--- config.mk ---
export PLATFORM = sky130hd
export DESIGN_NAME = crossing_fsm
export DESIGN_NICKNAME = d
export VERILOG_FILES = /design/src/rtl/crossing_fsm.sv
export SDC_FILE = /design/constraint.sdc
export NUM_CORES = 1
export LEC_CHECK = 0
export CAP_MARGIN = 20
export CORE_MARGIN = 4
export CORE_UTILIZATION = 30
export CTS_CLUSTER_DIAMETER = 50
export DETAILED_ROUTE_END_ITERATION = 8
export PLACE_DENSITY = 0.52
export SYNTH_ARGS = -nofsm -noshare
export SYNTH_HDL_FRONTEND = slang
export SYNTH_SLANG_ARGS = --single-unit
export TNS_END_PERCENT = 100
--- constraint.sdc ---
create_clock -name clk_1kHz -period 4.05 [get_ports clk_1kHz]
set_input_delay 0.81 -clock clk_1kHz [delete_from_list [all_inputs] [get_ports clk_1kHz]]
set_output_delay 0.81 -clock clk_1kHz [all_outputs]
set_load 0.005 [all_outputs]
--- src/rtl/crossing_fsm.sv ---
// rtl/crossing_fsm.sv - game-logic core of the cat/dog/mouse river-crossing puzzle
module crossing_fsm #(
    parameter int EASY_TIME   = 60,
    parameter int HARD_TIME   = 30,
    parameter int CROSS_TICKS = 4
) (
    input  logic       clk_1kHz,
    input  logic       btn_0_out,
    input  logic       clk_1Hz,
    input  logic       clk_4Hz,
    input  logic       sw6,
    input  logic       sw5,
    input  logic       btn_7_out,
    input  logic       btn_6_out,
    input  logic       btn_5_out,
    input  logic       btn_4_out,
    output logic       cat_position,
    output logic       dog_position,
    output logic       mouse_position,
    output logic       canoe_position,
    output logic       cat_crossing,
    output logic       dog_crossing,
    output logic       mouse_crossing,
    output logic       canoe_crossing,
    output logic [1:0] cnt_cat,
    output logic [1:0] cnt_dog,
    output logic [1:0] cnt_mouse,
    output logic [3:0] cnt_canoe,
    output logic [3:0] ones,
    output logic [3:0] tens,
    output logic [1:0] gameDifficulty,
    output logic [1:0] gameState
);
    localparam int TW = $clog2(CROSS_TICKS + 1);
    localparam logic [3:0] EASY_TENS = 4'(EASY_TIME / 10);
    localparam logic [3:0] EASY_ONES = 4'(EASY_TIME % 10);
    localparam logic [3:0] HARD_TENS = 4'(HARD_TIME / 10);
    localparam logic [3:0] HARD_ONES = 4'(HARD_TIME % 10);

    typedef enum logic [2:0] {S_IDLE, S_PLAY, S_CROSS, S_WIN, S_LOSE} state_t;

    state_t        state;
    logic [5:0]    levels;
    logic [5:0]    prev;
    logic [5:0]    pulse;
    logic [TW-1:0] tick_cnt;
    logic          p_sec, p_tick, p_cat, p_dog, p_mouse, p_canoe;
    logic          n_cat, n_dog, n_mouse, n_canoe;
    logic          win, lose, expire, tick_done;

    assign levels = {clk_1Hz, clk_4Hz, btn_7_out, btn_6_out, btn_5_out, btn_4_out};
    assign pulse  = levels & ~prev;
    assign {p_sec, p_tick, p_cat, p_dog, p_mouse, p_canoe} = pulse;

    // Bank layout once the current crossing lands, used to judge the outcome.
    always_comb begin
        n_canoe   = ~canoe_position;
        n_cat     = cat_position ^ cat_crossing;
        n_dog     = dog_position ^ dog_crossing;
        n_mouse   = mouse_position ^ mouse_crossing;
        win       = n_cat & n_dog & n_mouse & n_canoe;
        lose      = ((n_cat == n_mouse) && (n_canoe != n_cat)) ||
                    ((n_dog == n_cat) && (n_canoe != n_cat));
        expire    = p_sec && (tens == 4'd0) && (ones == 4'd1);
        tick_done = p_tick && (tick_cnt == TW'(CROSS_TICKS - 1));
    end

    function automatic logic [1:0] sat2(input logic [1:0] v);
        return (v == 2'd3) ? v : v + 2'd1;
    endfunction

    function automatic logic [3:0] sat4(input logic [3:0] v);
        return (v == 4'd15) ? v : v + 4'd1;
    endfunction

    always_ff @(posedge clk_1kHz) begin
        if (btn_0_out) begin
            state          <= S_IDLE;
            prev           <= levels;
            tick_cnt       <= '0;
            cat_position   <= 1'b0;
            dog_position   <= 1'b0;
            mouse_position <= 1'b0;
            canoe_position <= 1'b0;
            cat_crossing   <= 1'b0;
            dog_crossing   <= 1'b0;
            mouse_crossing <= 1'b0;
            canoe_crossing <= 1'b0;
            cnt_cat        <= 2'd0;
            cnt_dog        <= 2'd0;
            cnt_mouse      <= 2'd0;
            cnt_canoe      <= 4'd0;
            tens           <= EASY_TENS;
            ones           <= EASY_ONES;
            gameDifficulty <= 2'd0;
            gameState      <= 2'd2;
        end else begin
            prev <= levels;
            case (state)
                S_IDLE: begin
                    gameDifficulty <= {1'b0, sw5};
                    tens           <= sw5 ? HARD_TENS : EASY_TENS;
                    ones           <= sw5 ? HARD_ONES : EASY_ONES;
                    if (sw6) state <= S_PLAY;
                end
                S_PLAY, S_CROSS: begin
                    if (!sw6) begin
                        state          <= S_IDLE;
                        tick_cnt       <= '0;
                        cat_position   <= 1'b0;
                        dog_position   <= 1'b0;
                        mouse_position <= 1'b0;
                        canoe_position <= 1'b0;
                        cat_crossing   <= 1'b0;
                        dog_crossing   <= 1'b0;
                        mouse_crossing <= 1'b0;
                        canoe_crossing <= 1'b0;
                        cnt_cat        <= 2'd0;
                        cnt_dog        <= 2'd0;
                        cnt_mouse      <= 2'd0;
                        cnt_canoe      <= 4'd0;
                    end else if (expire) begin
                        // Time out wins over any landing or press in the same cycle.
                        tens           <= 4'd0;
                        ones           <= 4'd0;
                        canoe_crossing <= 1'b0;
                        state          <= S_LOSE;
                        gameState      <= 2'd0;
                    end else begin
                        if (p_sec && !(tens == 4'd0 && ones == 4'd0)) begin
                            if (ones == 4'd0) begin
                                ones <= 4'd9;
                                tens <= tens - 4'd1;
                            end else begin
                                ones <= ones - 4'd1;
                            end
                        end
                        if (state == S_PLAY) begin
                            if (p_cat) begin
                                if (cat_position == canoe_position) begin
                                    cat_crossing   <= ~cat_crossing;
                                    dog_crossing   <= 1'b0;
                                    mouse_crossing <= 1'b0;
                                end
                            end else if (p_dog) begin
                                if (dog_position == canoe_position) begin
                                    dog_crossing   <= ~dog_crossing;
                                    cat_crossing   <= 1'b0;
                                    mouse_crossing <= 1'b0;
                                end
                            end else if (p_mouse) begin
                                if (mouse_position == canoe_position) begin
                                    mouse_crossing <= ~mouse_crossing;
                                    cat_crossing   <= 1'b0;
                                    dog_crossing   <= 1'b0;
                                end
                            end else if (p_canoe) begin
                                state          <= S_CROSS;
                                canoe_crossing <= 1'b1;
                                tick_cnt       <= '0;
                            end
                        end else if (tick_done) begin
                            canoe_position <= n_canoe;
                            cat_position   <= n_cat;
                            dog_position   <= n_dog;
                            mouse_position <= n_mouse;
                            cat_crossing   <= 1'b0;
                            dog_crossing   <= 1'b0;
                            mouse_crossing <= 1'b0;
                            canoe_crossing <= 1'b0;
                            cnt_canoe      <= sat4(cnt_canoe);
                            if (cat_crossing)   cnt_cat   <= sat2(cnt_cat);
                            if (dog_crossing)   cnt_dog   <= sat2(cnt_dog);
                            if (mouse_crossing) cnt_mouse <= sat2(cnt_mouse);
                            if (win) begin
                                state     <= S_WIN;
                                gameState <= 2'd1;
                            end else if (lose) begin
                                state     <= S_LOSE;
                                gameState <= 2'd0;
                            end else begin
                                state <= S_PLAY;
                            end
                        end else if (p_tick) begin
                            tick_cnt <= tick_cnt + TW'(1);
                        end
                    end
                end
                default: ;
            endcase
        end
    end
endmodule

* After elaboration in Yosys (flattened, before gate mapping) *
Index checks and enable logic that the tools add are counted.

word-level totals
  flip-flop bits (word level) = 41
  input bits = 10
  output and inout bits = 30
  logic and storage cells = 223

cells by class
  add/sub/neg operators = 7
  eq/ne operators = 50
  multiplexer cells = 107
  bitwise logic cells = 12
  reductions and logical operators = 28

operators with widths
  cell                 number
  $mux 3               21
  $mux 4               13
  $mux 1               47
  $mux 2               23
  $ne 5x5->1 const B   6
  $reduce_and 6->1     4
  $ne 2x2->1 const B   9
  $ne 3x3->1 const B   6
  $ne 4x4->1 const B   4
  $pmux 4 s2           2
  $reduce_and 7->1     2
  $ne 5x4->1 const B   2
  $reduce_and 5->1     2
  $logic_not 4->1      2
  $ne 2x1->1 const B   4
  $reduce_and 4->1     2
  $reduce_and 8->1     1
  $sub 4x1->4 const B  2
  $logic_and 1x1->1    7
  $add 2x1->2 const B  3
  $and 6x6->6          1
  $eq 2x2->1 const B   3
  $eq 3x2->1 const B   2
  $ne 3x1->1 const B   2
  other kinds (22)     34

* Longest topological paths before layout *
Gate-level depths: netlist of the first run.

  depth in word-level cells = 11
  depth in mapped cells = 7

* Worst setup path before layout of the first run *
OpenSTA, ideal clock, no wires.

  path kind = input-to-reg
  start point = input port sw6
  end point = register cnt_cat[0]
  library setup time = 0.121 ns
  arrival time = 2.089 ns
  required time = 3.929 ns
  slack = 1.841 ns
  cell stages on the path = 6
  path buffers = 1
  path through = buf_2 -> or3b_1 -> a21oi_2 -> a21boi_2 -> a21oi_1 -> mux2_2

on the way
  longest elaborated chain between the ends = 2

ends and longest elaborated chain
  what                                                       RTL line  RTL
  start: declaration                                         11        input logic sw6,
  $ne 2x2->1 (no source line) or $ne 2x1->1 (tied branches)  -
  $reduce_and 6->1 (no source line)                          -
  end signal: assignment                                     172       if (cat_crossing) cnt_cat <= sat2(cnt_cat);
  end: declaration                                           25        output logic [1:0] cnt_cat,

Several ways; a longest one is shown, not always the timed one.
A chain may end at the register's enable or synchronous reset.

* Worst setup path in the final report of the first run *
  start point = input port sw6
  end point = register cnt_dog[0]

on the way
  longest elaborated chain between the ends = 2

ends and longest elaborated chain
  what                                                       RTL line  RTL
  $ne 2x2->1 (no source line) or $ne 2x1->1 (tied branches)  -
  $reduce_and 6->1 (no source line)                          -
  end signal: assignment                                     173       if (dog_crossing) cnt_dog <= sat2(cnt_dog);
  end: declaration                                           26        output logic [1:0] cnt_dog,

Several ways; a longest one is shown, not always the timed one.

==> results of run 1 <==
-- registers in the layout (all words and copies together) (netlist names), 2 cells and up --
name,flops
tens,4
gameState,2
state,3
tick_cnt,3
cnt_canoe,4
cnt_cat,2
prev,6
cnt_dog,2
cnt_mouse,2
ones,4
-- through the flow --
stage	cell area (um^2)	worst slack, ns	power [mW]
floorplan	2410	1.84	0.637
global placement	2890	1.11	0.725
detailed placement	2890	1.04	0.722
CTS	2990	1.35	1.03
global route	2990	1.15	1.09
finish	2990	1.36	1.02
-- metal layers --
layer	up-vias	share of wire	track usage
li1	1102	-	-
met2	42	0.45	0.205
met1	1028	0.50	0.194
met4	0	0.0082	0.0330
met5	-	0	0
met3	6	0.040	0.0337
-- synth_stat cells (3+ instances only) --
| cell | n | area (um^2) |
|---|---|---|
| dfxtp_1 | 41 | 821 |
| a21oi_1 | 21 | 105 |
| nor2_1 | 18 | 67.6 |
| nand2_1 | 15 | 56.3 |
| inv_1 | 14 | 52.6 |
| o21ai_0 | 11 | 55.1 |
| ha_1 | 10 | 125 |
| nand3_1 | 10 | 50.1 |
| nand2b_1 | 7 | 43.8 |
| nor3_1 | 7 | 35.0 |
| clkbuf_1 | 6 | 22.5 |
| mux2i_1 | 6 | 60.1 |
| o21ai_1 | 6 | 30.0 |
| a22o_1 | 5 | 43.8 |
| or3_1 | 5 | 31.3 |
| xor2_1 | 5 | 43.8 |
| a31oi_1 | 4 | 25.0 |
| buf_2 | 4 | 20.0 |
| mux2_2 | 4 | 45.0 |
| nand3b_1 | 4 | 30.0 |
| nand4_1 | 4 | 25.0 |
| or4_1 | 4 | 30.0 |
| a211oi_1 | 3 | 22.5 |
| nor2b_1 | 3 | 18.8 |
| nor3b_1 | 3 | 22.5 |
-- cell families (layout without fill, tap and decap cells) --
logic type	Yosys count	in the layout
compound gates	79	79
xor+xnor	7	7
fa+ha+maj	11	11
buf+inv	25	62
flops	41	41
mux	10	10
other cells	1	1
simple gates	102	102
-- final timing paths --
check                      startpoint                       end  slack (ns)  cells past startpoint
min reg2reg  tick_cnt[2]$_SDFFE_PP0P_  tick_cnt[2]$_SDFFE_PP0P_        0.49                      1
min          tick_cnt[2]$_SDFFE_PP0P_  tick_cnt[2]$_SDFFE_PP0P_        0.49                      1
max reg2reg     state[1]$_SDFFE_PP0P_  tick_cnt[0]$_SDFFE_PP0P_        1.64                      5
max                               sw6   cnt_dog[0]$_SDFFE_PP0P_        1.36                      6
-- critical path, cell delays in order --
cell and delay, ns:
clkdlybuf4s50_1 0.68, or3b_1 0.48, a21oi_2 0.18, a21boi_2 0.32
a21oi_1 0.14, mux2_2 0.28
-- final cells by class --
cell class	instances	share of cell area
clock buffer	7	0.0322
clock inverter	1	0.00168
multi-input combinational	210	0.499
tap	102	0.0427
sequential	41	0.275
timing repair buffer	40	0.132
inverter	14	0.0176
-- power groups by stage --
stage | logic (mW) | clock network [mW] | registers (mW)
after global routing | 0.288 | 0.334 | 0.464
after global placement | 0.257 | 0 | 0.468
after CTS | 0.256 | 0.319 | 0.458
final | 0.254 | 0.306 | 0.458
after detailed placement | 0.255 | 0 | 0.468
after floorplan | 0.183 | 0 | 0.454
==> metrics, run 1 <==
result of the run finished, final reports clean; flop and latch count out of synthesis 41; critical path endpoint category flop; peak supply drop between 0.15 and 0.2 mV; post-CTS setup repair buffer count 0; Antenna Diode Count 0; Overall Global Routing Usage 0.136; CTS sink cnt 41; first-pass GRT wire length 10700 um; clock buffer count from CTS 5; path type of the worst setup path input pin to flop; Resize count post-CTS 0; most instantiated flip-flop cell in the synthesis netlist dfxtp_1; Initial Util 0.311; Final Hold Viols 0; setup-violating endpoint count in the final report 0; power per cell area 341 mW/mm^2; placeable core area 0.00777 mm^2; clock transition at the register clock pins on the worst setup and hold paths after CTS ~0.08 ns; number of cells in the finished layout apart from fillers 415; clock root buffer clkbuf_8; DRC marker count from the first detailed-route iteration 121; ratio of routed vias to standard cells 5.25; combinational fraction of design power 0.250; DRT Pass-1 Iters 4; relative contribution of the clock network to total power 0.300; Area growth, synth to finish 23.8%; worst hold-check slack 0.486 ns; clock latency of the later-clocked register in the worst-skew pair 0.30 ns; post-route antenna net violation count 0; utilization of the core after routing 0.385; TNS Setup 0 ns; cell area after synthesis 0.00241 mm^2; full die area 0.00954 mm^2; FFs w/ async S/R, synth 0; sequential area share after synthesis 0.340; instance count after placement with tap cells included 407; Final period util 0.665; largest family of logic cells by synthesized area simple AND/OR/NAND/NOR gates; arrival time at the worst endpoint 2.88 ns; # fillers 817; fraction of synthesized area in multiplexers 0.0435; sequential cell fraction of total power 0.450; Gate Count Post-Synth 276; number of antenna violations at the first check in global routing 0; buffers from clock root to sink, at most 2; sequential cell area in the final layout between 800 and 900 um^2; I/O pin count 40; Final nets 332; H-tree depth reported by CTS 2; CTS Hold Bufs 0; average cell area after synthesis 8.74 um^2; distinct cell type count of the synthesized netlist 70; height of the chip 97.7 um; total wire length 6250 um; Warnings, synthesis 0; pin count of the biggest net entering global routing 29; total leakage power 1.11 nW; cell-internal power about 700 uW; worst-margin pin slew roughly 0.74 ns; via count 2178; final worst clock skew 0.00769 ns; HPWL after DPL between 4000 and 5000 um; number of enable flip-flop cells after synthesis 0; std cell rows 32; worst-path maximum fanout 14; layout cells sized above 1 0.0958; total congestion overflow 0; RSZ-0062 raised after global routing false; area fraction in and, or, nand and nor cells after synthesis 0.257; clock tree from TritonCTS built; vias in the first global route 2167; average wire per standard cell 15.1 um; slew margin rel. 0.508; Synth Area in XOR/XNOR 0.0254; most common cell after layout, fill and taps aside dfxtp_1; max-cap viol count 0; compound-gate portion of the synthesized area 0.234; Remaining DRCs 0; Port-buffer cells 38; net count of the mapped netlist 296; switching power summed over all nets 317 uW; Fmax achieved 0.371 GHz; final critical-path required period ~2.7 ns; Startpoint Class input pin; Net Sw Frac 0.311; area occupied by multi-input gates 0.00149 mm^2; leading cell types in the layout, fill and taps excluded dfxtp_1, clkdlybuf4s50_1, a21oi_1; Final Slew Violations 0; post-synthesis share of cell area spent on full adders, half adders and majority gates 0.0560; Data required, critical path 4.24 ns; class of the most critical hold timing path flop to flop; die outline width 97.7 um; final estimated routing congestion in global placement 0.813
Note: power is estimated with default switching activity, not from simulation.
==> run 2, diff against run 1 <==
--- a/config.mk
+++ b/config.mk
@@ -10,7 +10,7 @@
 export CORE_UTILIZATION = 30
 export CTS_CLUSTER_DIAMETER = 50
 export DETAILED_ROUTE_END_ITERATION = 8
-export PLACE_DENSITY = 0.52
+export PLACE_DENSITY = 0.54
 export SYNTH_ARGS = -nofsm -noshare
 export SYNTH_HDL_FRONTEND = slang
 export SYNTH_SLANG_ARGS = --single-unit
==> constraint.sdc (replaced) <==
create_clock -name clk_1kHz -period 2.21 [get_ports clk_1kHz]
set_input_delay 0.442 -clock clk_1kHz [delete_from_list [all_inputs] [get_ports clk_1kHz]]
set_output_delay 0.442 -clock clk_1kHz [all_outputs]
set_load 0.005 [all_outputs]
==> metrics, run 2 (synthesized netlist as in run 1, its figures left out) <==
result of the run finished, final reports clean; HPWL after DPL 5030 um (+9.3%); most common cell after layout, fill and taps aside dfxtp_1; busiest layer in global routing met2; met2 routing resource usage after global routing 0.227 (+0.0221); relative contribution of the clock network to total power 0.337 (+0.037); Final Slew Violations 0 (unchanged); DRT Pass-1 Iters 4 (unchanged); clock root buffer clkbuf_8; pin count of the biggest net entering global routing 30 (+3.4%); Antenna Diode Count 0 (unchanged); RSZ-0062 raised after global routing false; height of the chip 97.7 um (unchanged); CTS sink cnt 41 (unchanged); post-route cell area 0.00334 mm^2 (+12%); clock transition at the register clock pins on the worst setup and hold paths after CTS 0.09 ns (about the same); total congestion overflow 0 (unchanged); Remaining DRCs 0 (unchanged); placement-stage cell area 0.00316 mm^2 (+9.5%); final worst clock skew 0.00816 ns (+0.000468 ns); class of the most critical hold timing path flop to flop; leading cell types in the layout, fill and taps excluded dfxtp_1, clkdlybuf4s50_1, buf_4; sequential cell fraction of total power 0.376 (-0.074); clock latency of the later-clocked register in the worst-skew pair 0.30 ns (about the same); Initial Util 0.311 (unchanged); std cell rows 32 (unchanged); switching power summed over all nets 633 uW (+100%); number of cells in the finished layout apart from fillers 451 (+8.7%); clock tree from TritonCTS built; total power 2.19 mW (+120%); met1 track demand over resource in global routing 0.192 (-0.00146); Overall Global Routing Usage 0.142 (+0.00627); I/O pin count 40 (unchanged); arrival time at the worst endpoint 2.33 ns (-0.55 ns); Final nets 368 (+11%); worst-margin pin slew 0.507 ns (-0.229 ns); via count 2355 (+8.1%); placeable core area 0.00777 mm^2 (unchanged); Area growth, synth to finish 38.2%; power per cell area 657 mW/mm^2 (+93%); post-route antenna net violation count 0 (unchanged); clock buffer count from CTS 5 (unchanged); buffers from clock root to sink, at most 2 (unchanged); vias in the first global route 2263 (+4.4%); final estimated routing congestion in global placement 0.825 (+1.5%); path type of the worst setup path flop to flop; ratio of routed vias to standard cells 5.22 (-0.50%); layout cells sized above 1 0.206 (+0.110); H-tree depth reported by CTS 2 (unchanged); total leakage power 1.30 nW (+18%); Net Sw Frac 0.289 (-0.0221); Final period util 0.968; Final Hold Viols 0 (unchanged); beginning of the worst hold path gameState[1]$_SDFFE_PP1P_; Most flops, register prev; die outline width 97.7 um (unchanged); total wire length 6690 um (+7.1%); Fmax achieved 0.468 GHz; DRC marker count from the first detailed-route iteration 185 (+53%); slew margin rel. 0.661 (+0.152); full die area 0.00954 mm^2 (unchanged); # fillers 790 (-3.3%); met3 capacity usage during global routing 0.0302 (-0.00359); critical path endpoint category flop; utilization of the core after routing 0.429 (+0.0448); peak supply drop 0.382 mV (+130%); cell-internal power 1.56 mW (+120%); worst-path maximum fanout 4 (-10); setup-violating endpoint count in the final report 0 (unchanged); flip-flop count of the largest register after layout 6 (unchanged); instance count after placement with tap cells included 442 (+8.6%); Crit Reg-Reg Startpoint ones[1]$_SDFFE_PP0P_; Startpoint Class flop; combinational fraction of design power 0.287 (+0.037); first-pass GRT wire length 11200 um (+4.4%); max-cap viol count 0 (unchanged); origin of the worst setup path ones[1]$_SDFFE_PP0P_; Port-buffer cells 38 (unchanged); final critical-path required period 2.14 ns; number of antenna violations at the first check in global routing 0 (unchanged); Data required, critical path 2.40 ns (-1.84 ns); average wire per standard cell 14.8 um (-1.4%)
[run 2: power by group through the flow]
stage	logic, mW	registers (mW)	clock network (mW)
2_1_floorplan	0.335	0.833	0
3_5_place_dp	0.616	0.838	0
3_3_place_gp	0.613	0.837	0
6_report	0.629	0.823	0.739
5_1_grt	0.693	0.829	0.792
4_1_cts	0.625	0.820	0.758
[run 2: worst paths after layout]
kind	endpoint	slack, ns	depth (start not counted)
worst max-delay path	tens[2]$_SDFFE_PP1P_	0.07	8
worst min-delay path	gameState[1]$_SDFFE_PP1P_	0.48	1
worst max register to register	tens[2]$_SDFFE_PP1P_	0.07	8
worst min register to register	gameState[1]$_SDFFE_PP1P_	0.48	1
[run 2: layout make-up]
cell class	count	area [um^2]	area share
Clock buffer	5	68.8	0.0206
Clock inverter	3	65.1	0.0195
Inverter	14	52.6	0.0158
Multi-Input combinational cell	210	1520	0.455
Sequential cell	41	822	0.246
Tap cell	102	128	0.0383
Timing Repair Buffer	76	682	0.204
[run 2: per-layer routing]
metal  wire length, um  vias to the layer above
li1                  -                     1177
met1              3160                     1118
met2              3120                       52
met3               304                        8
met4               116                        0
met5                 0                        -
[run 2: stage by stage]
| stage | hold WS [ns] | setup slack [ns] | setup TNS [ns] |
|---|---|---|---|
| global placement | 0.457 | -0.155 | -1.76 |
| CTS | 0.478 | 0.0130 | 0 |
| detailed placement | 0.446 | -0.200 | -2.11 |
| floorplan | 0.442 | 0.182 | 0 |
| global route | 0.490 | 0.00430 | 0 |
| finish | 0.479 | 0.0715 | 0 |
[run 2: worst max-delay path: stages, from the launching register on]
cell and delay [ns]:
dfxtp_2 0.34, inv_2 0.05, ha_4 0.16, or4b_4 0.54
o21ai_4 0.20, buf_6 0.14, nor3_2 0.05, or2_1 0.21
a221o_1 0.34
[run 2: repair_timing]
action,in CTS,in global routing
hold endpoints to repair,0,0
resized for setup,1,8
buffers inserted,2,0
endpoints found under the setup margin,1,10
pin swaps,1,5
hold buffers,0,0
==> run 3, diff against run 2 <==
--- a/config.mk
+++ b/config.mk
@@ -6,7 +6,7 @@
 export NUM_CORES = 1
 export LEC_CHECK = 0
 export CAP_MARGIN = 20
-export CORE_MARGIN = 4
+export CORE_MARGIN = 5
 export CORE_UTILIZATION = 30
 export CTS_CLUSTER_DIAMETER = 50
 export DETAILED_ROUTE_END_ITERATION = 8
==> metrics, run 3 (synthesized netlist as in run 1, its figures left out) <==
result of the run finished, final reports clean; Fmax achieved 0.469 GHz (+0.20%); Final Slew Violations 0 (unchanged); die outline width 99.7 um (+2.0%); final worst clock skew 0.00806 ns (-0.0000961 ns); ratio of routed vias to standard cells 5.07 (-3.0%); class of the most critical hold timing path flop to flop; most common cell after layout, fill and taps aside buf_4; post-route cell area 0.00337 mm^2 (+1.1%); worst r2r dst tens[2]$_SDFFE_PP1P_; Final nets 376 (+2.2%); clock latency of the later-clocked register in the worst-skew pair 0.30 ns (about the same); hold-critical path endpoint gameState[1]$_SDFFE_PP1P_; first-pass GRT wire length 11200 um (+0.31%); flip-flop count of the largest register after layout 6 (unchanged); clock tree from TritonCTS built; Initial Util 0.311 (unchanged); peak supply drop 0.264 mV (-31%); setup slack of the most critical reg-to-reg path 0.08 ns (about the same); pin count of the biggest net entering global routing 16 (-47%); arrival time at the worst endpoint 2.33 ns (about the same); max-cap viol count 0 (unchanged); area occupied by multi-input gates 0.00154 mm^2 (+1.6%); Overall Global Routing Usage 0.137 (-0.00541); Crit Reg-Reg Startpoint ones[1]$_SDFFE_PP0P_; number of antenna violations at the first check in global routing 0 (unchanged); final estimated routing congestion in global placement 0.822 (-0.29%); worst-path maximum fanout 4 (unchanged); Antenna Diode Count 0 (unchanged); full die area 0.00994 mm^2 (+4.1%); H-tree depth reported by CTS 2 (unchanged); CTS sink cnt 41 (unchanged); clock root buffer clkbuf_8; clock transition at the register clock pins on the worst setup and hold paths after CTS 0.09 ns (about the same); height of the chip 99.7 um (+2.0%); path type of the worst setup path flop to flop; critical path endpoint category flop; TNS Setup 0 ns (unchanged); DRT Pass-1 Iters 4 (unchanged); HPWL after DPL 5120 um (+1.8%); average wire per standard cell 14.4 um (-2.9%); std cell rows 32 (unchanged); via count 2326 (-1.2%); clock buffer count from CTS 5 (unchanged); Remaining DRCs 0 (unchanged); slew margin rel. 0.645 (-0.0153); DRC marker count from the first detailed-route iteration 142 (-23%); total congestion overflow 0 (unchanged); total leakage power 1.32 nW (+1.4%); RSZ-0062 raised after global routing true; worst-margin pin slew 0.531 ns (+0.0231 ns); Startpoint Class flop; sequential cell area in the final layout 822 um^2 (unchanged); final critical-path required period 2.13 ns (-0.00429 ns); # fillers 776 (-1.8%); setup-violating endpoint count in the final report 0 (unchanged); Data required, critical path 2.40 ns (about the same); post-route antenna net violation count 0 (unchanged); Area growth, synth to finish 39.7%; Final period util 0.966 (-0.00194); vias in the first global route 2333 (+3.1%); total wire length 6620 um (-1.2%); power per cell area 604 mW/mm^2 (-8.0%); I/O pin count 40 (unchanged); leading cell types in the layout, fill and taps excluded buf_4, dfxtp_1, clkdlybuf4s50_1; placement-stage cell area 0.00319 mm^2 (+1.0%); worst r2r path cells 9 (+1); Most flops, register prev; buffers from clock root to sink, at most 2 (unchanged); Port-buffer cells 38 (unchanged); beginning of the worst hold path gameState[1]$_SDFFE_PP1P_; Final Hold Viols 0 (unchanged); cell depth of the worst hold path 1 (unchanged); placeable core area 0.00777 mm^2 (unchanged); layout cells sized above 1 0.232 (+0.0262)
[run 3: changes by cell type in the layout (fill, tap and decap cells not counted), sizes merged]
cell and delta:
clkbuf +2, buf +8, bufinv -2
[run 3: final cells by class]
type / instances / area share
Timing Repair Buffer: 84 / 0.215
Clock buffer: 7 / 0.0286
Sequential cell: 41 / 0.244
Inverter: 14 / 0.0156
Clock inverter: 1 / 0.00148
Tap cell: 102 / 0.0379
Multi-Input combinational cell: 210 / 0.457
[run 3: worst max path at each step]
stage	cells past startpoint	startpoint	to	slack (ns)
final	9	ones[1]$_SDFFE_PP0P_	tens[2]$_SDFFE_PP1P_	0.08
after global routing	9	ones[1]$_SDFFE_PP0P_	tens[2]$_SDFFE_PP1P_	-0.01
after CTS	8	ones[1]$_SDFFE_PP0P_	tens[2]$_SDFFE_PP1P_	0.004
after detailed placement	6	clk_1Hz	cnt_mouse[0]$_SDFFE_PP0P_	-0.19
after global placement	6	clk_1Hz	cnt_dog[0]$_SDFFE_PP0P_	-0.15
after floorplan	7	ones[1]$_SDFFE_PP0P_	tens[2]$_SDFFE_PP1P_	0.18
[run 3: routing by layer]
metal / vias up / global-route usage / part of all wire
met5: - / 0 / 0
met4: 0 / 0.0389 / 0.0098
met3: 7 / 0.0273 / 0.040
met2: 49 / 0.214 / 0.46
met1: 1082 / 0.190 / 0.49
li1: 1188 / - / -
[run 3: what timing repair did]
item                                    in CTS  in global routing
pin swaps                                    2                  4
endpoints found under the setup margin       1                 10
setup buffers                                3                  0
gates cloned                                 0                  0
resized for setup                            2                 10
hold buffers                                 0                  0
[run 3: worst max-delay path, cell delays in order, from the launching register on]
cell,delay (ns)
dfxtp_2,0.33
inv_2,0.07
buf_4,0.11
ha_4,0.12
or3b_4,0.41
o21ai_4,0.24
a221oi_4,0.11
buf_4,0.15
or2_1,0.20
a221o_1,0.30
[run 3: per-stage QoR]
step / instances / util / hold WS (ns) / total power, mW / worst slack [ns]
finish: 459 / 0.434 / 0.471 / 2.04 / 0.0758
global route: 459 / 0.434 / 0.523 / 2.16 / -0.0118
global placement: 448 / 0.411 / 0.454 / 1.46 / -0.153
detailed placement: 448 / 0.411 / 0.450 / 1.46 / -0.185
CTS: 459 / 0.428 / 0.480 / 2.04 / 0.00405
floorplan: 276 / - / 0.442 / 1.17 / 0.182
[run 3: power breakdown]
| part | internal (mW) | total, mW | leakage [nW] | switching, mW |
|---|---|---|---|---|
| sequential | 0.778 | 0.824 | 0.335 | 0.0464 |
| clock | 0.283 | 0.562 | 0.0542 | 0.279 |
| combinational | 0.349 | 0.650 | 0.931 | 0.301 |
